==> src/rtl/uart_pkg.sv <==
// Shared UART definitions: frame format defaults, receiver state encoding
// and oversampling phase helpers used by uart_rx_8x and uart_tx.
package uart_pkg;

  localparam int DEFAULT_OVERSAMPLE = 8;
  localparam int DEFAULT_DATA_BITS  = 8;
  localparam int START_BITS         = 1;
  localparam int STOP_BITS          = 1;

  typedef enum logic [2:0] {
    IDLE  = 3'd0,
    START = 3'd1,
    DATA  = 3'd2,
    STOP  = 3'd3,
    BREAK = 3'd4
  } uart_state_t;

  // Three samples straddle the bit centre; the last one resolves the vote.
  function automatic int sample_lo(input int os);
    return os / 2 - 1;
  endfunction

  function automatic int sample_mid(input int os);
    return os / 2;
  endfunction

  function automatic int sample_hi(input int os);
    return os / 2 + 1;
  endfunction

  function automatic logic majority3(input logic a, input logic b, input logic c);
    return (a & b) | (a & c) | (b & c);
  endfunction

endpackage

==> src/rtl/sync_2ff.sv <==
// Two-flop synchronizer for asynchronous inputs; resets to 1 so an idle
// UART line never looks like a start bit coming out of reset.
module sync_2ff #(
  parameter int WIDTH = 1
) (
  input  logic             clk,
  input  logic             rst_n,
  input  logic [WIDTH-1:0] d,
  output logic [WIDTH-1:0] q
);

  logic [WIDTH-1:0] meta_reg;
  logic [WIDTH-1:0] sync_reg;

  always_ff @(posedge clk or negedge rst_n) begin
    if (!rst_n) begin
      meta_reg <= '1;
      sync_reg <= '1;
    end else begin
      meta_reg <= d;
      sync_reg <= meta_reg;
    end
  end

  assign q = sync_reg;

endmodule

==> src/rtl/uart_rx_8x.sv <==
// Oversampling 8N1 UART receiver with 2-of-3 majority bit recovery and a
// valid/ready holding register that reports frame errors and overruns.
module uart_rx_8x
  import uart_pkg::*;
#(
  parameter int OVERSAMPLE = DEFAULT_OVERSAMPLE,
  parameter int DATA_BITS  = DEFAULT_DATA_BITS
) (
  input  logic                 clk,
  input  logic                 rst_n,
  input  logic                 baud_tick,
  input  logic                 rx_serial,
  output logic [DATA_BITS-1:0] rx_data,
  output logic                 rx_valid,
  input  logic                 rx_ready,
  output logic                 frame_error,
  output logic                 overrun
);

  localparam int PH_W  = $clog2(OVERSAMPLE);
  localparam int IDX_W = (DATA_BITS > 1) ? $clog2(DATA_BITS) : 1;

  localparam logic [PH_W-1:0]  PH_LO    = PH_W'(sample_lo(OVERSAMPLE));
  localparam logic [PH_W-1:0]  PH_MID   = PH_W'(sample_mid(OVERSAMPLE));
  localparam logic [PH_W-1:0]  PH_HI    = PH_W'(sample_hi(OVERSAMPLE));
  localparam logic [PH_W-1:0]  PH_LAST  = PH_W'(OVERSAMPLE - 1);
  localparam logic [IDX_W-1:0] IDX_LAST = IDX_W'(DATA_BITS - 1);

  logic                 rx_s;
  logic                 maj;

  uart_state_t          state_reg,       state_next;
  logic [PH_W-1:0]      ph_reg,          ph_next;
  logic [IDX_W-1:0]     idx_reg,         idx_next;
  logic [1:0]           votes_reg,       votes_next;
  logic [DATA_BITS-1:0] shift_reg,       shift_next;
  logic [DATA_BITS-1:0] rx_data_reg,     rx_data_next;
  logic                 rx_valid_reg,    rx_valid_next;
  logic                 frame_error_reg, frame_error_next;
  logic                 overrun_reg,     overrun_next;

  sync_2ff #(.WIDTH(1)) u_sync_rx (
    .clk   (clk),
    .rst_n (rst_n),
    .d     (rx_serial),
    .q     (rx_s)
  );

  // Only meaningful on the tick where ph_reg == PH_HI.
  assign maj = majority3(votes_reg[0], votes_reg[1], rx_s);

  always_ff @(posedge clk or negedge rst_n) begin
    if (!rst_n) begin
      state_reg       <= IDLE;
      ph_reg          <= '0;
      idx_reg         <= '0;
      votes_reg       <= '0;
      shift_reg       <= '0;
      rx_data_reg     <= '0;
      rx_valid_reg    <= 1'b0;
      frame_error_reg <= 1'b0;
      overrun_reg     <= 1'b0;
    end else begin
      state_reg       <= state_next;
      ph_reg          <= ph_next;
      idx_reg         <= idx_next;
      votes_reg       <= votes_next;
      shift_reg       <= shift_next;
      rx_data_reg     <= rx_data_next;
      rx_valid_reg    <= rx_valid_next;
      frame_error_reg <= frame_error_next;
      overrun_reg     <= overrun_next;
    end
  end

  always_comb begin
    state_next       = state_reg;
    ph_next          = ph_reg;
    idx_next         = idx_reg;
    votes_next       = votes_reg;
    shift_next       = shift_reg;
    rx_data_next     = rx_data_reg;
    rx_valid_next    = rx_valid_reg & ~rx_ready;
    frame_error_next = 1'b0;
    overrun_next     = 1'b0;

    if (baud_tick) begin
      ph_next = ph_reg + 1'b1;
      if (ph_reg == PH_LO)  votes_next[0] = rx_s;
      if (ph_reg == PH_MID) votes_next[1] = rx_s;

      unique case (state_reg)
        IDLE: begin
          ph_next = '0;
          if (!rx_s) begin
            state_next = START;
            ph_next    = PH_W'(1);
          end
        end

        START: begin
          if (ph_reg == PH_HI && maj) begin
            state_next = IDLE;
            ph_next    = '0;
          end else if (ph_reg == PH_LAST) begin
            state_next = DATA;
            idx_next   = '0;
          end
        end

        DATA: begin
          if (ph_reg == PH_HI) shift_next = {maj, shift_reg[DATA_BITS-1:1]};
          if (ph_reg == PH_LAST) begin
            if (idx_reg == IDX_LAST) state_next = STOP;
            else                     idx_next   = idx_reg + 1'b1;
          end
        end

        // Decided mid-stop-bit so a following start edge is not missed.
        STOP: begin
          if (ph_reg == PH_HI) begin
            ph_next = '0;
            if (maj) begin
              state_next = IDLE;
              if (!rx_valid_reg || rx_ready) begin
                rx_data_next  = shift_reg;
                rx_valid_next = 1'b1;
              end else begin
                overrun_next = 1'b1;
              end
            end else begin
              state_next       = BREAK;
              frame_error_next = 1'b1;
            end
          end
        end

        BREAK: begin
          ph_next = '0;
          if (rx_s) state_next = IDLE;
        end

        default: begin
          state_next = IDLE;
          ph_next    = '0;
        end
      endcase
    end
  end

  assign rx_data     = rx_data_reg;
  assign rx_valid    = rx_valid_reg;
  assign frame_error = frame_error_reg;
  assign overrun     = overrun_reg;

endmodule
==> config.mk <==
export PLATFORM = sky130hd
export DESIGN_NAME = uart_rx_8x
export DESIGN_NICKNAME = d
export VERILOG_FILES = /design/src/rtl/uart_pkg.sv /design/src/rtl/sync_2ff.sv /design/src/rtl/uart_rx_8x.sv
export SDC_FILE = /design/constraint.sdc
export NUM_CORES = 1
export LEC_CHECK = 0
export ABC_AREA = 1
export CORE_ASPECT_RATIO = 1.25
export CORE_UTILIZATION = 30
export CTS_CLUSTER_SIZE = 30
export DETAILED_ROUTE_END_ITERATION = 8
export SKIP_LAST_GASP = 1
export SYNTH_ARGS = -nofsm -noshare
export SYNTH_HDL_FRONTEND = slang
export SYNTH_SLANG_ARGS = --single-unit
==> constraint.sdc <==
create_clock -name clk -period 1.55 [get_ports clk]
set_clock_uncertainty 0.15 [all_clocks]
set_input_delay 0.31 -clock clk [delete_from_list [all_inputs] [get_ports clk]]
set_output_delay 0.31 -clock clk [all_outputs]
set_load 0.05 [all_outputs]
# Word level (Yosys, flattened, before mapping)
# Index checks and enable logic that the tools add are counted.
[op_classes] n_addsub=2 eq_ne=18 mux=32 n_bitwise=7 n_reduce_logical=11
[ops] operator="3-bit two-way mux" count=14
[ops] operator="3-bit == test, second input constant" count=5
[ops] operator="1-bit two-way mux" count=15
[ops] operator="3-bit one-hot mux with 5 select lines" count=1
[ops] operator="2-bit inequality test, second input constant" count=7
[ops] operator="3-bit one-hot mux with 4 select lines" count=1
[ops] operator="3-bit by 2-bit == test with 1-bit output, second input constant" count=3
[ops] operator="7-bit AND reduction" count=1
[ops] operator="3-bit by 1-bit adder with 3-bit output, second input constant" count=2
[ops] operator="3-bit one-hot mux with 2 select lines" count=1
[ops] operator="6-bit AND reduction" count=1
[ops] operator="5-bit AND reduction" count=1
[ops] operator="1-bit AND" count=4
[ops] operator="2-bit AND reduction" count=2
[ops] operator="3-bit by 1-bit == test with 1-bit output, second input constant" count=1
[ops] operator="3-bit logical NOT" count=1
[ops] operator="3-bit inequality test, second input constant" count=1
[ops] operator="3-bit AND reduction" count=1
[ops] operator="2-bit by 1-bit inequality test with 1-bit output, second input constant" count=1
[ops] operator="1-bit OR" count=2
[ops] operator="2-bit nonzero test" count=1
[ops] operator="1-bit logical AND" count=1
[ops] operator="1-bit logical NOT" count=1
[ops] operator="1-bit logical OR" count=1
[ops] operator="1-bit NOT" count=1
[word_totals] ff_bits=32 inputBits=5 out_inout_bits=11 word_cells=82

# Depth between registers and ports, before layout
# Gate-level depths: netlist of run 1.
[depth] ltp_word=7 mapped_depth=10 depth_no_buf=10

# Modules after synthesis
# Synthesis of run 1 repeated with hierarchy kept, for this count alone.
[unflattened] cells_unflattened=210 hier_area_um2=1672.9
[by_module_without_submodules] module="uart_rx_8x" n_inst=1 cells_per_inst=208 area_each_um2=1620.3 seq_area_each_um2=750.7
[by_module_without_submodules] module="sync_2ff" n_inst=1 cells_per_inst=2 area_each_um2=52.6 seq_area_each_um2=52.6

# Worst setup path after synthesis of run 1
# Ideal clock, no wire load.
[synth_timing] path_kind="register -> register" from="reg ph_reg[1]" to="reg rx_data_reg[0] (netlist: rx_data[0])" setup_ns=0.119 arrival_time_ns=1.421 required_time_ns=1.281 slack_ns=-0.140 path_stages_with_launch=10 path_buffers=0 period_less_slack_ns=1.690 path_cell_list="dfrtp_1 > inv_1 > ha_1 > nand2_1 > nor2_2 > inv_2 > nor3_4 > nand2_4 > nand2_1 > nand2_1"
[synth_between] elab_chain_cells=2
[synth_rtl] element="from (decl)" line_no="uart_rx_8x.sv:33" text="logic [PH_W-1:0] ph_reg, ph_next;"
[synth_rtl] element="from (signal assigned)" line_no="uart_rx_8x.sv:65" text="ph_reg <= ph_next;"
[synth_rtl] element="3-bit == test" line_no="uart_rx_8x.sv:121" text="if (ph_reg == PH_HI) begin"
[synth_rtl] element="5-bit AND reduction (no line)"
[synth_rtl] element="to (signal assigned)" line_no="uart_rx_8x.sv:69" text="rx_data_reg <= rx_data_next;"
[synth_rtl] element="to (decl)" line_no="uart_rx_8x.sv:37" text="logic [DATA_BITS-1:0] rx_data_reg, rx_data_next;"
# No other way between the ends.
# A chain may end at the register's enable or synchronous reset.

# Worst setup path after layout of run 1
[layout_timing] from="reg ph_reg[1]" to="reg rx_data_reg[6] (netlist: rx_data[6])"
# The elaborated chain is that of the path after synthesis.

==> impl_results.md, run 1 <==
* Antenna viol nets, final at 0
* Worst EP arrival at 1660 ps
* Hold-critical path endpoint: u_sync_rx.q
* Final net count at 250
* Setup TNS at -865 ps
* DP HPWL at 2.36 mm
* Footprint of the multi-input gates at 756 um2
* Leakage power at 1.20 nW
* Initial antenna violation count at 0
* Final Hold Violating Endpoints at 0
* Maximum number of pins on one net before global-route repair at 33
* Routed wire per std cell at 10.7 um
* Period utilisation layout at 106%
* First-pass GRT wire length at 5.87 mm
* Die width at 67.0 um
* Hold depth at 0
* Hold slack at 207 ps
* R2R setup slack at -90 ps
* IO Pins at 16
* Fin crit period at 1640 ps
* Final Max Tran Viols at 0
* Post-Place Cell Area at 0.00211 mm2
* Total power at 2.84 mW
* Fill cell count at 493
* Status: finished with violations
* Std-Cell Core Area at 0.00508 mm2
* Headroom to the max-slew limit at 77.0%
* Slew @ Worst Pin at 344 ps
* RSZ-0062 raised after global routing: true
* Vias in the first global route at 1396
* Top post-synthesis cells by area: dfrtp_1 (47%), nand2_1 (17%), nand3_1 (7.6%)
* Gr usage total at 13.9%
* Final Util at 45.1%
* HP Start: u_sync_rx.meta_reg
* CTS Root Cell: clkbuf_8
* PD cells at 1240 mW/mm2
* R2r endpoint: rx_data[6]
* Yosys warns at 0
* H-tree levels at 2
* Register area share after synthesis at 50.8%
* Setup slack after layout at -86.9 ps
* Fmax at 0.611 GHz
* Initial DRC Count at 65
* Critical path required time at 1570 ps
* Ant. Diodes at 0
* Max_cap viols at 0
* Initial cell density of the core at 31.2%
* CTS Hold Bufs at 0
* Num Clock Sinks at 32
* Vias per Instance at 4.54
* Total CTS buffers at 5
* Clock Latency Late Sink at 280 ps
* Register area at 803 um2
* Crit Path Max Fanout at 10
* WL final at 3.22 mm
* Origin of the critical flop-to-flop path: ph_reg[1]
* TritonCTS clock tree: done
* Worst Hold Class: flip-flop to flip-flop
* Post-synth top area share at 47.4%
* Yosys cell types at 21
* Crit path kind: flip-flop to flip-flop
* # DRC at 0
* Final setup fails at 18
* Post-synthesis cell area at 0.00158 mm2
* Area Overhead vs Synth at 44.7%
* Post-Synthesis Net Count at 208
* CP endpoint kind: flip-flop
* Syn_area_per_cell at 8.08 um2
* Origin of the worst setup path: ph_reg[1]
* Layout cells sized above 1 at 28.6%
* Die ar. at 0.00557 mm2
* Synthesized flop and latch total at 32
* Worst reg2reg path depth at 10
* Synth area leader: dfrtp_1
* Post-Syn Instances at 196
* Failing checks: negative setup slack
* Final Cell Area at 0.00229 mm2
* Vert. Die Dim at 83.2 um
* Num rows at 29
* Placer Congestion at 0.819
* VDD IR max at 700 uV
* Vias at 1361
* GRT overflow at 0
* Worst Setup Start Kind: flip-flop
* Clk slew on worst S/H paths at 60 ps
* Worst-case clock buffer depth at 2
* First-pass detailed-route iteration total at 4
* Port-buffer cells at 15
==> through the flow <==
step | setup WS (ps) | std cells
floorplan | -131 | 196
global placement | -295 | 291
detailed placement | -320 | 291
CTS | -87.1 | 300
global route | -214 | 300
finish | -86.9 | 300
==> cell usage in the layout (no fill, tap or decap) <==
cell type        netlist  final
nand2_1               73     69
dfrtp_1               30     30
buf_4                  2     21
inv_1                 20     19
nand3_1               24     18
buf_12                 0     14
o21ai_0                8      8
nor2_1                 7      6
nand3_2                0      6
clkbuf_8               0      5
inv_2                  3      4
a21oi_1                4      4
nand4_1                4      4
ha_1                   7      4
clkdlybuf4s50_1        0      4
nand2_2                0      3
nand2_4                1      2
nor2_4                 0      2
nor2_2                 3      2
ha_4                   0      2
dfstp_2                2      2
nor3_4                 1      1
nor3_2                 0      1
nand3b_1               1      1
a31oi_1                1      1
o211ai_1               1      1
ha_2                   0      1
clkbuf_1               2      1
clkinv_2               0      1
buf_6                  0      1
==> worst max-delay path by stage <==
stage                            end  cells after the start
after global placement    rx_data[1]                      9
final                     rx_data[6]                     10
after floorplan           rx_data[0]                      9
after detailed placement  rx_data[4]                      9
after CTS                 rx_data[4]                     10
after global routing      rx_data[1]                     10
==> what timing repair did <==
item                       CTS  global route
resized for setup           18             3
pin swaps                    7             3
setup buffers                2             0
setup endpoints to repair   26            28
==> logic make-up (layout without fill, tap and decap cells) <==
logic type,count (synthesis),after routing,share of synthesized area [%]
AND/OR/NAND/NOR,115,115,31.9
buffers and inverters,28,70,7.19
adder cells (fa/ha/maj),7,7,5.53
flip-flops,32,32,50.8
AO/OA/AOI/OAI,14,14,4.66
==> layer usage <==
layer	part of all wire, %	global-route usage, %	up-vias	routed length [um]
met5	0	0	-	0
met4	1.8	5.42	0	58
met3	3.8	5.08	6	123
met2	53	23.0	22	1710
met1	41	15.9	631	1330
li1	-	-	702	-
==> Yosys cell counts (all sizes together) <==
cell	number
dfrtp	30
nand3	24
inv	23
nand2	74
nor3	2
clkbuf	2
ha	7
buf	3
o21ai	8
nand4	4
nor2	10
a21oi	4
dfstp	2
nand3b	1
a31oi	1
o211ai	1
==> cell type report <==
class	count	area share [%]
sequential	32	35.1
multi-input combinational	136	33.0
timing repair buffer	40	21.4
inverter	23	3.77
tap	62	3.39
clock buffer	6	3.17
clock inverter	1	0.219
==> worst max-delay path, stage by stage, from the launching register on <==
cell and delay [ps]:
dfrtp_1 410, inv_2 80, ha_4 130, nand2_4 60
nor2_4 120, inv_2 60, nor3_4 190, buf_12 150
nand2_4 70, nand2_1 60, nand2_1 50
==> where the power goes <==
group / switching (mW) / internal [mW]
Combinational: 0.629 / 0.499
Clock: 0.294 / 0.305
Sequential: 0.143 / 0.974
Total: 1.07 / 1.78
(Power assumes the default switching activity.)
==> run 2: changes to the inputs <==
RECOVER_POWER = 25   (was default)
SKIP_LAST_GASP = default   (was 1)
==> run 2 against run 1 <==
The flow still finishes with violations (negative setup slack). Sequential share of layout area increased by 0.058 points. Combinational power about the same. Total power about the same. Cell count unchanged. Utilization decreased by 0.074 points. Design area decreased by 0.16%. Fmax increased by 0.48%. Setup slack improved by 7.8 ps. Hold slack about the same. Critical endpoint unchanged. Largest cell class unchanged.
==> impl_results.md, run 2 (synthesized netlist as in run 1, its figures left out) <==
* CP endpoint kind: flip-flop (unchanged)
* Critical path required time at 1570 ps (about the same)
* Status: finished with violations (unchanged)
* # DRC at 0 (unchanged)
* Total power at 2.84 mW (about the same)
* WL final at 3.22 mm (about the same)
* Crit path kind: flip-flop to flip-flop (unchanged)
* Setup TNS at -794 ps (was -865 ps)
* Clock Latency Late Sink at 280 ps (about the same)
* Total CTS buffers at 5 (unchanged)
* Num Clock Sinks at 32 (unchanged)
* Fmax at 0.614 GHz (was 0.611 GHz)
* Most frequent cells in the layout: nand2_1 (68), dfrtp_1 (30), buf_4 (21) (was nand2_1 (69), dfrtp_1 (30), buf_4 (21))
* Origin of the critical flop-to-flop path: ph_reg[1] (unchanged)
* Vias at 1355 (was 1361)
* Worst Setup Start Kind: flip-flop (unchanged)
* R2r endpoint: rx_data[6] (unchanged)
* RSZ-0062 raised after global routing: true (unchanged)
* Final Hold Violating Endpoints at 0 (unchanged)
* Die ar. at 0.00557 mm2 (unchanged)
* DP HPWL at 2.36 mm (unchanged)
* Final Cell Area at 0.00229 mm2 (about the same)
* Die width at 67.0 um (unchanged)
* First-pass GRT wire length at 5.87 mm (unchanged)
* Origin of the worst setup path: ph_reg[1] (unchanged)
* CTS Root Cell: clkbuf_8 (unchanged)
* VDD IR max at 699 uV (was 700 uV)
* Setup slack after layout at -79.1 ps (was -86.9 ps)
* Port-buffer cells at 15 (unchanged)
* Gr usage total at 13.9% (unchanged)
* Initial antenna violation count at 0 (unchanged)
* Ant. Diodes at 0 (unchanged)
* Area Overhead vs Synth at 44.4% (was 44.7%)
* Fin crit period at 1630 ps (was 1640 ps)
* Placed insts at 291 (unchanged)
* Hold slack at 207 ps (about the same)
* Worst setup endpoint: rx_data[6] (unchanged)
* Slew @ Worst Pin at 784 ps (was 344 ps)
* Vias in the first global route at 1396 (unchanged)
* Num rows at 29 (unchanged)
* R2R setup slack at -80 ps (was -90 ps)
* HP Start: u_sync_rx.meta_reg (unchanged)
* H-tree levels at 2 (unchanged)
* Post-Place Cell Area at 0.00211 mm2 (unchanged)
* Vias per Instance at 4.52 (was 4.54)
* IO Pins at 16 (unchanged)
* Max_cap viols at 0 (unchanged)
* Worst Hold Class: flip-flop to flip-flop (unchanged)
* Placer Congestion at 0.819 (unchanged)
* Final net count at 250 (unchanged)
* First-pass detailed-route iteration total at 4 (unchanged)
* Initial DRC Count at 73 (was 65)
* Failing checks: negative setup slack (unchanged)
* Vert. Die Dim at 83.2 um (unchanged)
* Final setup fails at 17 (was 18)
* Maximum number of pins on one net before global-route repair at 33 (unchanged)
* Clk slew on worst S/H paths at 60 ps (about the same)
* Worst-case clock buffer depth at 2 (unchanged)
* Leakage power at 1.20 nW (about the same)
* Std-Cell Core Area at 0.00508 mm2 (unchanged)
* CTS Hold Bufs at 0 (unchanged)
* Initial cell density of the core at 31.2% (unchanged)
* Commonest non-fill, non-tap cell in the layout: nand2_1 (unchanged)
* Final Max Tran Viols at 0 (unchanged)
* GRT overflow at 0 (unchanged)
* TritonCTS clock tree: done (unchanged)
* PD cells at 1240 mW/mm2 (about the same)
* Non-filler cells, final at 300 (unchanged)
* Crit Path Max Fanout at 10 (unchanged)
* Worst reg2reg path depth at 10 (unchanged)
* Period utilisation layout at 105% (was 106%)
* Layout cells sized above 1 at 29.0% (was 28.6%)
* Antenna viol nets, final at 0 (unchanged)
* Worst EP arrival at 1650 ps (was 1660 ps)
* Headroom to the max-slew limit at 47.7% (was 77.0%)
* Routed wire per std cell at 10.7 um (about the same)
-- run 2: cell types whose count changed in the layout (fill, tap and decap cells not counted) --
cell / change
buf_12: -1
clkbuf_2: +1
clkdlybuf4s50_1: -2
dlygate4sd3_1: +2
nand2_1: -1
nand2_2: +1
nand2_4: -1
nand2_8: +1
-- run 2: layer usage --
layer  global-route usage [%]  part of all wire [%]  vias to the layer above
met5                        0                     0                        -
li1                         -                     -                      701
met3                     5.08                   3.8                        6
met2                     23.0                    53                       22
met1                     15.9                    41                      626
met4                     5.42                   1.8                        0
-- run 2: worst min path at each step --
| stage | endpoint | slack [ps] | cells past startpoint |
|---|---|---|---|
| 3_5_place_dp | u_sync_rx.q | 200 | 0 |
| 2_1_floorplan | frame_error | -140 | 0 |
| 5_1_grt | u_sync_rx.q | 220 | 0 |
| 6_report | u_sync_rx.q | 210 | 0 |
| 4_1_cts | u_sync_rx.q | 210 | 0 |
| 3_3_place_gp | u_sync_rx.q | 200 | 0 |
-- run 2: final cells by class --
| class | count | area [um2] |
|---|---|---|
| Inverter | 23 | 86.3 |
| Clock inverter | 1 | 5.00 |
| Sequential cell | 32 | 803 |
| Multi-Input combinational cell | 136 | 767 |
| Clock buffer | 6 | 72.6 |
| Tap cell | 62 | 77.6 |
| Timing Repair Buffer | 40 | 474 |
| Fill cell | 492 | 2790 |
-- run 2: worst max-delay path: stages, from the launching register on --
cell     delay, ps
dfrtp_1        410
inv_2           80
ha_4           130
nand2_4         60
nor2_4         120
inv_2           60
nor3_4         190
buf_12         150
nand2_8         60
nand2_1         60
nand2_1         50
-- run 2: repair_timing --
action                     4_1_cts  5_1_grt
setup buffers                    2        0
resized for setup               19        4
pin swaps                        7        3
setup endpoints to repair       26       28
-- run 2: report_power, final --
| part | internal, mW | total [mW] | switching, mW |
|---|---|---|---|
| combinational | 0.496 | 1.13 | 0.631 |
| clock | 0.305 | 0.599 | 0.294 |
| sequential | 0.974 | 1.12 | 0.143 |
| total | 1.77 | 2.84 | 1.07 |
-- run 2: per-stage QoR --
stage / utilization [%] / worst slack (ps)
after floorplan: - / -131
final: 45.0 / -79.1
after detailed placement: 41.5 / -320
after global routing: 45.0 / -206
after CTS: 45.0 / -80.9
after global placement: 41.5 / -295
==> run 3: changes to the inputs <==
CELL_PAD_IN_SITES_DETAIL_PLACEMENT = 1   (was default)
CELL_PAD_IN_SITES_GLOBAL_PLACEMENT = 2   (was default)
CORE_ASPECT_RATIO = 0.75   (was 1.25)
PLACE_DENSITY_LB_ADDON = 0.1   (was default)
==> run 3 against run 2 <==
Design area rose by 10%. Sequential share of layout area down 3.2 points. The run still ends with negative setup slack left. Largest cell class is now multi-input combinational cells. Largest power group unchanged. Setup slack got worse by 52 ps. Clock power up 35%. Hold slack better by 2.5 ps. Wire length rose by 50%.
==> impl_results.md, run 3 (synthesized netlist as in run 1, its figures left out) <==
* Origin of the critical flop-to-flop path: ph_reg[1] (unchanged)
* Critical path required time at 1620 ps (was 1570 ps)
* Clk slew on worst S/H paths at 70 ps (was 60 ps)
* Most frequent cells in the layout: nand2_1 (51), dfrtp_1 (30), buf_4 (23) (was nand2_1 (68), dfrtp_1 (30), buf_4 (21))
* Worst setup endpoint: shift_reg[7] (was rx_data[6])
* VDD IR max at 575 uV (was 699 uV)
* R2r endpoint: shift_reg[7] (was rx_data[6])
* Crit Path Max Fanout at 5 (was 10)
* Fill cell count at 575 (was 492)
* Setup slack after layout at -131 ps (was -79.1 ps)
* Worst EP arrival at 1750 ps (was 1650 ps)
* Fin crit period at 1680 ps (was 1630 ps)
* Worst Setup Start Kind: flip-flop (unchanged)
* TritonCTS clock tree: done (unchanged)
* Status: finished with violations (unchanged)
* RSZ-0062 raised after global routing: true (unchanged)
* Ant. Diodes at 0 (unchanged)
* Port-buffer cells at 15 (unchanged)
* Failing checks: negative setup slack (unchanged)
* Hold slack at 210 ps (was 207 ps)
* Worst-case clock buffer depth at 2 (unchanged)
* IO Pins at 16 (unchanged)
* Std-Cell Core Area at 0.00498 mm2 (was 0.00508 mm2)
* Setup TNS at -2090 ps (was -794 ps)
* Num rows at 22 (was 29)
* Placed insts at 303 (was 291)
* Max_cap viols at 0 (unchanged)
* Die ar. at 0.00557 mm2 (about the same)
* Fmax at 0.595 GHz (was 0.614 GHz)
* Area Overhead vs Synth at 59.1% (was 44.4%)
* First-pass GRT wire length at 7.80 mm (was 5.87 mm)
* Antenna viol nets, final at 0 (unchanged)
* R2R setup slack at -130 ps (was -80 ps)
* Vert. Die Dim at 64.9 um (was 83.2 um)
* Setup slack after placement at -350 ps (was -320 ps)
* Vias at 1470 (was 1355)
* Met3 GRT Util at 4.20% (was 5.08%)
* Final Max Tran Viols at 0 (unchanged)
* Slew @ Worst Pin at 851 ps (was 784 ps)
* Maximum number of pins on one net before global-route repair at 33 (unchanged)
* CTS Root Cell: clkbuf_8 (unchanged)
* Met1 GRT Util at 25.5% (was 15.9%)
* Worst reg2reg path depth at 10 (unchanged)
* Commonest non-fill, non-tap cell in the layout: nand2_1 (unchanged)
* H-tree levels at 2 (unchanged)
* First-pass detailed-route iteration total at 4 (unchanged)
* Final setup fails at 25 (was 17)
* Final net count at 260 (was 250)
* Vias in the first global route at 1581 (was 1396)
* Placer Congestion at 0.794 (was 0.819)
* Routed wire per std cell at 15.0 um (was 10.7 um)
* Gr usage total at 18.9% (was 13.9%)
* GRT met2 Usage at 30.6% (was 23.0%)
* Headroom to the max-slew limit at 43.3% (was 47.7%)
* Final Hold Violating Endpoints at 0 (unchanged)
* WL final at 4.82 mm (was 3.22 mm)
* CTS Hold Bufs at 0 (unchanged)
* Num Clock Sinks at 32 (unchanged)
* Vias per Instance at 4.58 (was 4.52)
* Layout cells sized above 1 at 42.2% (was 29.0%)
* CP endpoint kind: flip-flop (unchanged)
* Worst Hold Class: flip-flop to flip-flop (unchanged)
* Final Util at 50.6% (was 45.0%)
* Initial cell density of the core at 31.8% (was 31.2%)
* Period utilisation layout at 108% (was 105%)
* # DRC at 0 (unchanged)
* Crit path kind: flip-flop to flip-flop (unchanged)
* Origin of the worst setup path: ph_reg[1] (unchanged)
* DP HPWL at 3.37 mm (was 2.36 mm)
* Clock Latency Late Sink at 290 ps (was 280 ps)
* Most Crowded Layer GR: met2 (unchanged)
* Total CTS buffers at 5 (unchanged)
* Initial DRC Count at 65 (was 73)
* Die width at 85.9 um (was 67.0 um)
* GRT overflow at 0 (unchanged)
* Leakage power at 1.28 nW (was 1.20 nW)
* PD cells at 1360 mW/mm2 (was 1240 mW/mm2)
* Initial antenna violation count at 0 (unchanged)
* Non-filler cells, final at 321 (was 300)
[run 3: changes by cell type in the layout (fill, tap and decap cells not counted), sizes merged]
cell,delta
buf,+10
clkdlybuf4s50,+1
dlygate4sd3,-1
bufinv,+1
[run 3: critical path, stage by stage (launching register included)]
cell and delay [ps]:
dfrtp_1 420, inv_2 100, ha_4 140, nand2_4 70, nor2_4 130, inv_2 60
buf_6 130, nor2_4 130, buf_6 140, nor2_2 30, a21oi_1 110
[run 3: layer usage]
layer	up-vias	share of wire (%)
met1	726	49
met3	4	2.4
met5	-	0
met2	16	48
li1	724	-
met4	0	0.66
[run 3: repair_timing]
item,in CTS,in global routing
setup endpoints to repair,27,28
buffers inserted,7,3
gates cloned,1,0
endpoints found under the hold margin,0,0
resized for setup,46,23
pin swaps,9,10
[run 3: report_power, final]
group | switching (mW) | internal, mW
logic | 0.824 | 0.678
registers | 0.132 | 0.973
clock network | 0.331 | 0.477
[run 3: how the worst min path moves through the flow]
stage	from	end	slack, ps	cells after the start
3_3_place_gp	u_sync_rx.meta_reg	u_sync_rx.q	200	0
3_5_place_dp	u_sync_rx.meta_reg	u_sync_rx.q	210	0
4_1_cts	u_sync_rx.meta_reg	u_sync_rx.q	220	0
2_1_floorplan	rst_n	frame_error	-140	0
6_report	u_sync_rx.meta_reg	u_sync_rx.q	210	0
5_1_grt	u_sync_rx.meta_reg	u_sync_rx.q	220	0
[run 3: metrics by stage]
stage                     power, mW  area [um2]
final                          3.41        2520
after global routing           3.62        2520
after CTS                      3.29        2450
after detailed placement       2.14        2110
after global placement         2.09        2110
after floorplan                1.70        1590
[run 3: final cells by class]
type	instances	area (um2)	share of cell area [%]
multi-input combinational	136	870	34.5
sequential	32	803	31.9
timing repair buffer	50	562	22.3
tap	72	90.1	3.58
inverter	23	86.3	3.43
clock buffer	6	72.6	2.88
clock inverter	2	35.0	1.39
